<file path="config.mk">
export PLATFORM = sky130hd
export DESIGN_NAME = interconn_arbiter
export DESIGN_NICKNAME = d
export VERILOG_FILES = /design/src/rtl/interconn_arbiter.sv
export SDC_FILE = /design/constraint.sdc
export NUM_CORES = 2
export LEC_CHECK = 0
export CAP_MARGIN = 0
export CORE_AREA = 4 4 567 569
export DETAILED_ROUTE_END_ITERATION = 12
export DIE_AREA = 0 0 571 573
export HOLD_SLACK_MARGIN = 0.12
export PLACE_DENSITY = 0.3
export SETUP_SLACK_MARGIN = 0.1
export SLEW_MARGIN = 20
export SYNTH_ARGS = -nofsm -noshare
export SYNTH_HDL_FRONTEND = slang
export SYNTH_SLANG_ARGS = --single-unit
</file>
<file path="constraint.sdc">
create_clock -name clk -period 44.6 [get_ports clk]
set_clock_uncertainty 0.15 [all_clocks]
set_input_delay 8.92 -clock clk [delete_from_list [all_inputs] [get_ports clk]]
set_output_delay 8.92 -clock clk [all_outputs]
set_load 0.02 [all_outputs]
</file>
<file path="src/rtl/interconn_arbiter.sv">
// interconn_arbiter: front-end scheduler for the MVU interconnect crossbar.
// Each cycle it grants a conflict-free set of source requests under rotating
// priority, then drives the crossbar send_* inputs from registers.
//
// Ports:
//   clk, clr            clock, asynchronous active-high reset
//   req_valid/req_ready valid/ready handshake per source (ready is combinational)
//   req_dst             per-source destination mask, slice [i*N +: N]
//   req_addr/req_word   per-source address and data payload
//   hold                1 = grant nothing this cycle
//   send_en/to/addr/word registered crossbar drive, one cycle after acceptance
//   conflict_cnt        saturating count of cycles with a blocked valid request
//   err_nodst           sticky: a request with an all-zero mask was accepted
//   err_clr             synchronous clear of err_nodst and conflict_cnt
module interconn_arbiter #(
  parameter int unsigned N     = 8,
  parameter int unsigned W     = 64,
  parameter int unsigned BADDR = 15,
  parameter int unsigned CW    = 32
) (
  input  logic               clk,
  input  logic               clr,
  input  logic [N-1:0]       req_valid,
  output logic [N-1:0]       req_ready,
  input  logic [N*N-1:0]     req_dst,
  input  logic [N*BADDR-1:0] req_addr,
  input  logic [N*W-1:0]     req_word,
  input  logic               hold,
  output logic [N-1:0]       send_en,
  output logic [N*N-1:0]     send_to,
  output logic [N*BADDR-1:0] send_addr,
  output logic [N*W-1:0]     send_word,
  output logic [CW-1:0]      conflict_cnt,
  output logic               err_nodst,
  input  logic               err_clr
);

  localparam int unsigned PW = (N > 1) ? $clog2(N) : 1;
  localparam int          NI = int'(N);

  logic [PW-1:0]      ptr_q, ptr_d;
  logic [N-1:0]       grant;
  logic [N-1:0]       claimed;
  logic [N-1:0]       has_dst;
  logic               found;
  logic               blocked;
  logic               nodst_acc;
  logic [N-1:0]       send_en_d;
  logic [N*N-1:0]     send_to_d;
  logic [N*BADDR-1:0] send_addr_d;
  logic [N*W-1:0]     send_word_d;

  // Rotating-priority greedy grant. The outer loop walks visit positions so
  // that the claimed mask accumulates in priority order starting at ptr_q.
  always_comb begin
    grant   = '0;
    claimed = '0;
    found   = 1'b0;
    ptr_d   = ptr_q;
    for (int k = 0; k < NI; k++) begin
      for (int i = 0; i < NI; i++) begin
        if (((i + NI - int'(ptr_q)) % NI) == k && !hold && req_valid[i] &&
            ((req_dst[i*NI +: NI] & claimed) == '0)) begin
          grant[i] = 1'b1;
          claimed  = claimed | req_dst[i*NI +: NI];
          // Pointer moves just past the first source granted in visit order.
          if (!found) begin
            found = 1'b1;
            ptr_d = PW'((i + 1) % NI);
          end
        end
      end
    end
  end

  assign req_ready = grant;

  always_comb begin
    has_dst     = '0;
    send_en_d   = '0;
    send_to_d   = '0;
    send_addr_d = '0;
    send_word_d = '0;
    for (int i = 0; i < NI; i++) begin
      has_dst[i]   = |req_dst[i*NI +: NI];
      send_en_d[i] = grant[i] & has_dst[i];
      if (send_en_d[i]) begin
        send_to_d[i*NI +: NI]                 = req_dst[i*NI +: NI];
        send_addr_d[i*int'(BADDR) +: BADDR]   = req_addr[i*int'(BADDR) +: BADDR];
        send_word_d[i*int'(W) +: W]           = req_word[i*int'(W) +: W];
      end
    end
  end

  assign blocked   = !hold && |(req_valid & ~grant);
  // Zero-mask requests are accepted but never reach the crossbar.
  assign nodst_acc = |(grant & ~has_dst);

  always_ff @(posedge clk or posedge clr) begin
    if (clr) begin
      ptr_q        <= '0;
      send_en      <= '0;
      send_to      <= '0;
      send_addr    <= '0;
      send_word    <= '0;
      conflict_cnt <= '0;
      err_nodst    <= 1'b0;
    end else begin
      ptr_q     <= ptr_d;
      send_en   <= send_en_d;
      send_to   <= send_to_d;
      send_addr <= send_addr_d;
      send_word <= send_word_d;
      if (err_clr) begin
        conflict_cnt <= '0;
        err_nodst    <= 1'b0;
      end else begin
        if (blocked && (conflict_cnt != '1)) begin
          conflict_cnt <= conflict_cnt + CW'(1);
        end
        if (nodst_acc) begin
          err_nodst <= 1'b1;
        end
      end
    end
  end

endmodule
</file>
---- Yosys cells after proc, flatten, opt, wreduce, memory -nomap -nowiden ----
Cells that the tools add are included.
operators by class
  add/sub/neg operators ................... 9
  $mul .................................... 0
  divide/modulo/power cells ............... 0
  magnitude comparators ................... 0
  equality and inequality tests ........... 57
  shift-type cells ........................ 0
  mux-type cells .......................... 344
  bitwise operators ....................... 145
  reduce and logical (&&, ||, !) cells .... 285
operator list
  cell                   number
  $mux 8                 71
  $and 8x8->8            65
  $mux 64                8
  $logic_not 8->1        63
  $or 8x8->8             62
  $mux 3                 127
  $logic_not 32->1       8
  $logic_and 1x1->1      193
  $eq 4x4->1 const B     32
  $mux 1                 128
  $mux 15                8
  $reduce_or 8->1        10
  $eq 4x3->1 const B     16
  $mux 32                2
  $sub 4x3->5 const A    8
  $add 32x1->32 const B  1
  $eq 4x2->1 const B     8
  $ne 32x32->1 const B   1
  $reduce_or 3->1        8
  $and 1x1->1            16
  $not 8->8              2
  $reduce_bool 2->1      2
  $logic_not 1->1        1
storage, ports and cells
  bits in registers ....................... 740
  bits in latches ......................... 0
  bits in writable memories ............... 0
  ROM bits ................................ 0
  input port bits ......................... 708
  output and inout bits ................... 745
  word-level logic and storage cells ...... 847
  memories ................................ 0

---- Longest topological paths before layout ----
  depth in word-level cells ............... 266
  gate-level depth with buffers ........... 73
  depth with buffers taken out ............ 54

---- Worst setup path after synthesis ----
Ideal clock, no wire load.
  path kind ............................... input to output
  start ................................... input req_valid[6]
  end ..................................... output req_ready[7]
  arrival time ............................ 23.064 ns
  required time ........................... 35.530 ns
  slack ................................... 12.466 ns
  stages .................................. 61
  path buffers ............................ 12
  cell sequence ........................... clkbuf_2 -> and3b_1 -> and2_1 -> buf_4 -> a221oi_1 -> a21oi_1 -> or4_1 -> buf_2 -> nor4_1 -> a211oi_1 -> buf_4 -> a41oi_2 -> o221ai_2 -> a2111oi_4 -> o2111ai_4 -> a2111oi_4 -> o31ai_2 -> and2_1 -> [... 25 more ...] -> o221ai_4 -> a221oi_2 -> nand3_1 -> and3_1 -> buf_6 -> a221o_1 -> buf_6 -> o31a_1 -> nor2_2 -> a31oi_1 -> o2111a_1 -> and2_1 -> buf_2 -> a221oi_1 -> o211ai_1 -> a2111oi_1 -> nand4_1 -> nand2_1
between the ends
  longest elaborated chain between the ends .. 231
  elaborated cells between the ends (all ways) .. 301
  classes of those cells .................. mux: 65; bitwise: 113; reduce/logical: 123
ends and longest elaborated chain
  what                             RTL line  source
  start: declaration               23        input logic [N-1:0] req_valid,
  $logic_and 1x1->1 (2 in series)  62        if (((i + NI - int'(ptr_q)) % NI) == k && !hold && req_valid[i] &&
  $mux 8                           62
  $and 8x8->8                      63        ((req_dst[i*NI +: NI] & claimed) == '0)) begin
  $logic_not 8->1                  63
  $logic_and 1x1->1                62
  $mux 8                           62
  $and 8x8->8                      63
  $logic_not 8->1                  63
  [... 214 more ...]               -
  $and 8x8->8                      63
  $logic_not 8->1                  63
  $logic_and 1x1->1                62
  $mux 8                           62
  $and 8x8->8                      63
  $logic_not 8->1                  63
  $logic_and 1x1->1                62
  $mux 1 (*)                       62
  end: declaration                 24        output logic [N-1:0] req_ready,
Mark *: on every way between the ends. The rest lies on a longest branch, timed or not.

---- Worst setup path after layout ----
  start ................................... input hold
  end ..................................... output req_ready[7]
between the ends
  longest elaborated chain between the ends .. 256
  elaborated cells between the ends (all ways) .. 451
  classes of those cells .................. mux: 71; bitwise: 125; reduce/logical: 255
ends and longest elaborated chain
  what                             RTL line  source
  start: declaration               28        input logic hold,
  $logic_not 1->1 (*)              62
  $logic_and 1x1->1 (2 in series)  62
  $mux 8                           62
  $and 8x8->8                      63
  $logic_not 8->1                  63
  $logic_and 1x1->1                62
  $mux 8                           62
  $and 8x8->8                      63
  [... 239 more ...]               -
  $and 8x8->8                      63
  $logic_not 8->1                  63
  $logic_and 1x1->1                62
  $mux 8                           62
  $and 8x8->8                      63
  $logic_not 8->1                  63
  $logic_and 1x1->1                62
  $mux 1 (*)                       62
Marks and branches as above.

==> impl_metrics.py <==
metrics = {
    "finish": {
        "drive_above_1_share_pct": 11.4,
        "num-fill-cells": 35100,
        "area_growth_pct": 64.5,
        "final_nets": 5755,
        "finalInstanceArea_um2": 60200,
    },
    "global_routing": {
        "grt_use_total_pct": 24.9,
        "antenna_found_initial": 190,
        "grt_pass1_wl_mm": 525,
        "grt-ovfl-total": 0,
        "first_global_vias": 41300,
        "grt_max_degree": 147,
    },
    "floorplan": {
        "placeableCoreArea_um2": 317000,
        "die-area_um2": 327000,
        "die_w_um": 571,
        "io_pins": 1453,
        "initial_core_util_pct": 11.5,
        "rows": 207,
        "die_height_um": 573,
    },
    "timing": {
        "worstMarginPinSlew_ns": 1.25,
        "setup_viol": 0,
        "finalCriticalPeriod_ns": 41.74,
        "slew_viol_final": 0,
        "max_freq_ghz": 0.0240,
        "fin_tns_setup_ns": 0,
        "final_hold_viol_count": 0,
        "maxSlewHeadroom_pct": 16.1,
        "finalCritPeriodShare_pct": 93.6,
        "rsz0062_at_grt": "false",
    },
    "logic_synthesis": {
        "yosysSeqAreaShare_pct": 50.6,
        "yosys.area.top_type": "dfrtp_1",
        "netlist_top_cells_area": "dfrtp_1 51%, and2_1 10%, clkbuf_1 2.3%, and3_1 2.2%, nand2_1 2.0%",
        "synth_flop_cell": "dfrtp_1",
        "synth-seq-cells": 740,
        "synth_cell_types": 124,
        "syn_nets": 4295,
        "synth-edff-count": 0,
        "ys_warn_count": 0,
        "syn_area_um2": 36600,
        "synth.top_cell.area_share_pct": 50.6,
        "async_flop_share_pct": 100,
        "avgSynthCellArea_um2": 10.2,
        "synth_cells": 3584,
    },
    "clock_tree": {
        "max-clock-path-buffers": 4,
        "cts-root-buf": "clkbuf_16",
        "clkTransAtPathRegs_ns": 0.06,
        "numCtsBuffers": 107,
        "clk_latency_ns": 0.81,
        "cts_hold_buf": 0,
        "post_cts_buffers": 0,
        "clock_sinks": 740,
        "h-tree-depth": 3,
        "cts_tree": "built",
        "post_cts_resized": 0,
    },
    "placed_design": {
        "hpwl_mm": 331,
        "gp_congestion": 0.951,
        "io_buffers": 1452,
        "dpl_cell_area_um2": 56400,
    },
    "critical_path": {
        "path_class": "primary input to output port",
        "slowest_delay_ns": 1.11,
        "slowest_stage": "a2111oi_0",
        "cp-end-kind": "output port",
        "worstPathArrival_ns": 32.67,
        "start_kind": "primary input",
        "worstPathMaxFanout": 14,
        "cp.required_ns": 35.53,
    },
    "routing": {
        "drtIter0Drc": 5686,
        "drc": 0,
        "dr.pass1.iters": 6,
        "num_vias": 42300,
        "via_per_inst": 4.52,
        "detail-route-antenna-nets": 0,
        "finalWirelength_mm": 424,
        "wl_per_cell_um": 45.3,
    },
    "worst_hold_path": {
        "hold_path.class": "register to register",
    },
    "job": {
        "max_cap_viol_count": 0,
    },
    "power": {
        "ir_worst_vdd_mv": 0.0262,
        "p_leak_nw": 24.8,
        "power.density_nw_per_um2": 75.7,
    },
    "outcome": {
        "status": "complete, no violations",
    },
}
[stage by stage]
step	std cells	util, %	hold slack (ns)	setup WS, ns	total power, mW
global route	9309	19.0	0.460	2.18	4.70
CTS	9306	18.9	0.429	3.63	4.58
floorplan	3584	-	0.508	12.47	2.15
global placement	9115	17.8	0.414	3.57	3.68
finish	9366	19.0	0.432	2.86	4.55
detailed placement	9115	17.8	0.414	3.73	3.63
[synth_stat cells (all sizes together) (66+ instances only)]
master / count
a21oi: 132
a22oi: 76
a31oi: 75
and2: 609
and3: 130
clkbuf: 227
dfrtp: 740
inv: 85
nand2: 197
nand3: 107
nand4: 68
nor2: 157
nor3: 69
nor4: 66
o21ai: 67
[layer usage]
layer	up-vias	global-route usage, %	wire length [um]
met5	-	0	822
met4	124	8.51	18100
met3	830	7.54	38800
met2	3050	39.5	191000
met1	22100	31.8	176000
li1	16200	-	-
[worst paths after layout]
kind | end | start | slack, ns | cells after the start
max | req_ready[7] | hold | 2.86 | 53
max in group asynchronous | send_addr[76] | clr | 32.51 | 6
min | conflict_cnt[9] | conflict_cnt[9] | 0.43 | 2
min in group asynchronous | send_word[474] | clr | 8.42 | 2
min reg2reg | conflict_cnt[9] | conflict_cnt[9] | 0.43 | 2
max reg2reg | send_word[508] | ptr_q[2] | 19.08 | 57
[power breakdown]
part           internal [mW]  switching (mW)
logic                  0.867            1.76
registers              0.874           0.147
clock network          0.539           0.367
[layout by cell type (no fill, tap or decap), types with 82 or more instances in the layout]
cell / n
a21oi_1: 125
nand3_1: 100
clkbuf_16: 107
dfrtp_1: 740
nand2_1: 196
inv_1: 82
clkdlybuf4s50_1: 1386
nor2_1: 156
buf_4: 181
and3_1: 130
and2_1: 609
[flip-flops by register name, summed over array words and instances (netlist names)]
name and cells:
send_addr 120, ptr_q 3, conflict_cnt 32, send_to 64, send_word 512, err_nodst 1, send_en 8
[logic make-up after synthesis]
kind of cell               after synthesis  synth area share, %
AOI/OAI and AO/OA                      929                 20.8
xor gates and xnor gates                 8                0.192
muxes                                   14                0.424
adders and majority gates                3                0.103
DFF                                    740                 50.6
and+or+nand+nor                       1515                 23.7
buffers and inverters                  375                 4.15
[critical path: cells and delay by family]
family	cells	cell delay [ns]
AOI/OAI and AO/OA	27	12.35
and+or+nand+nor	21	8.81
buffers and inverters	5	2.48
[final cells by class]
type | count | area (um2) | area share [%]
Antenna cell | 60 | 150 | 0.250
Inverter | 92 | 353 | 0.586
Multi-Input combinational cell | 2469 | 16700 | 27.8
Clock buffer | 150 | 3040 | 5.05
Timing Repair Buffer | 1634 | 15600 | 25.9
Clock inverter | 41 | 572 | 0.950
Sequential cell | 740 | 18500 | 30.8
Tap cell | 4180 | 5230 | 8.69
No activity file was read; power rests on OpenSTA's default activity.
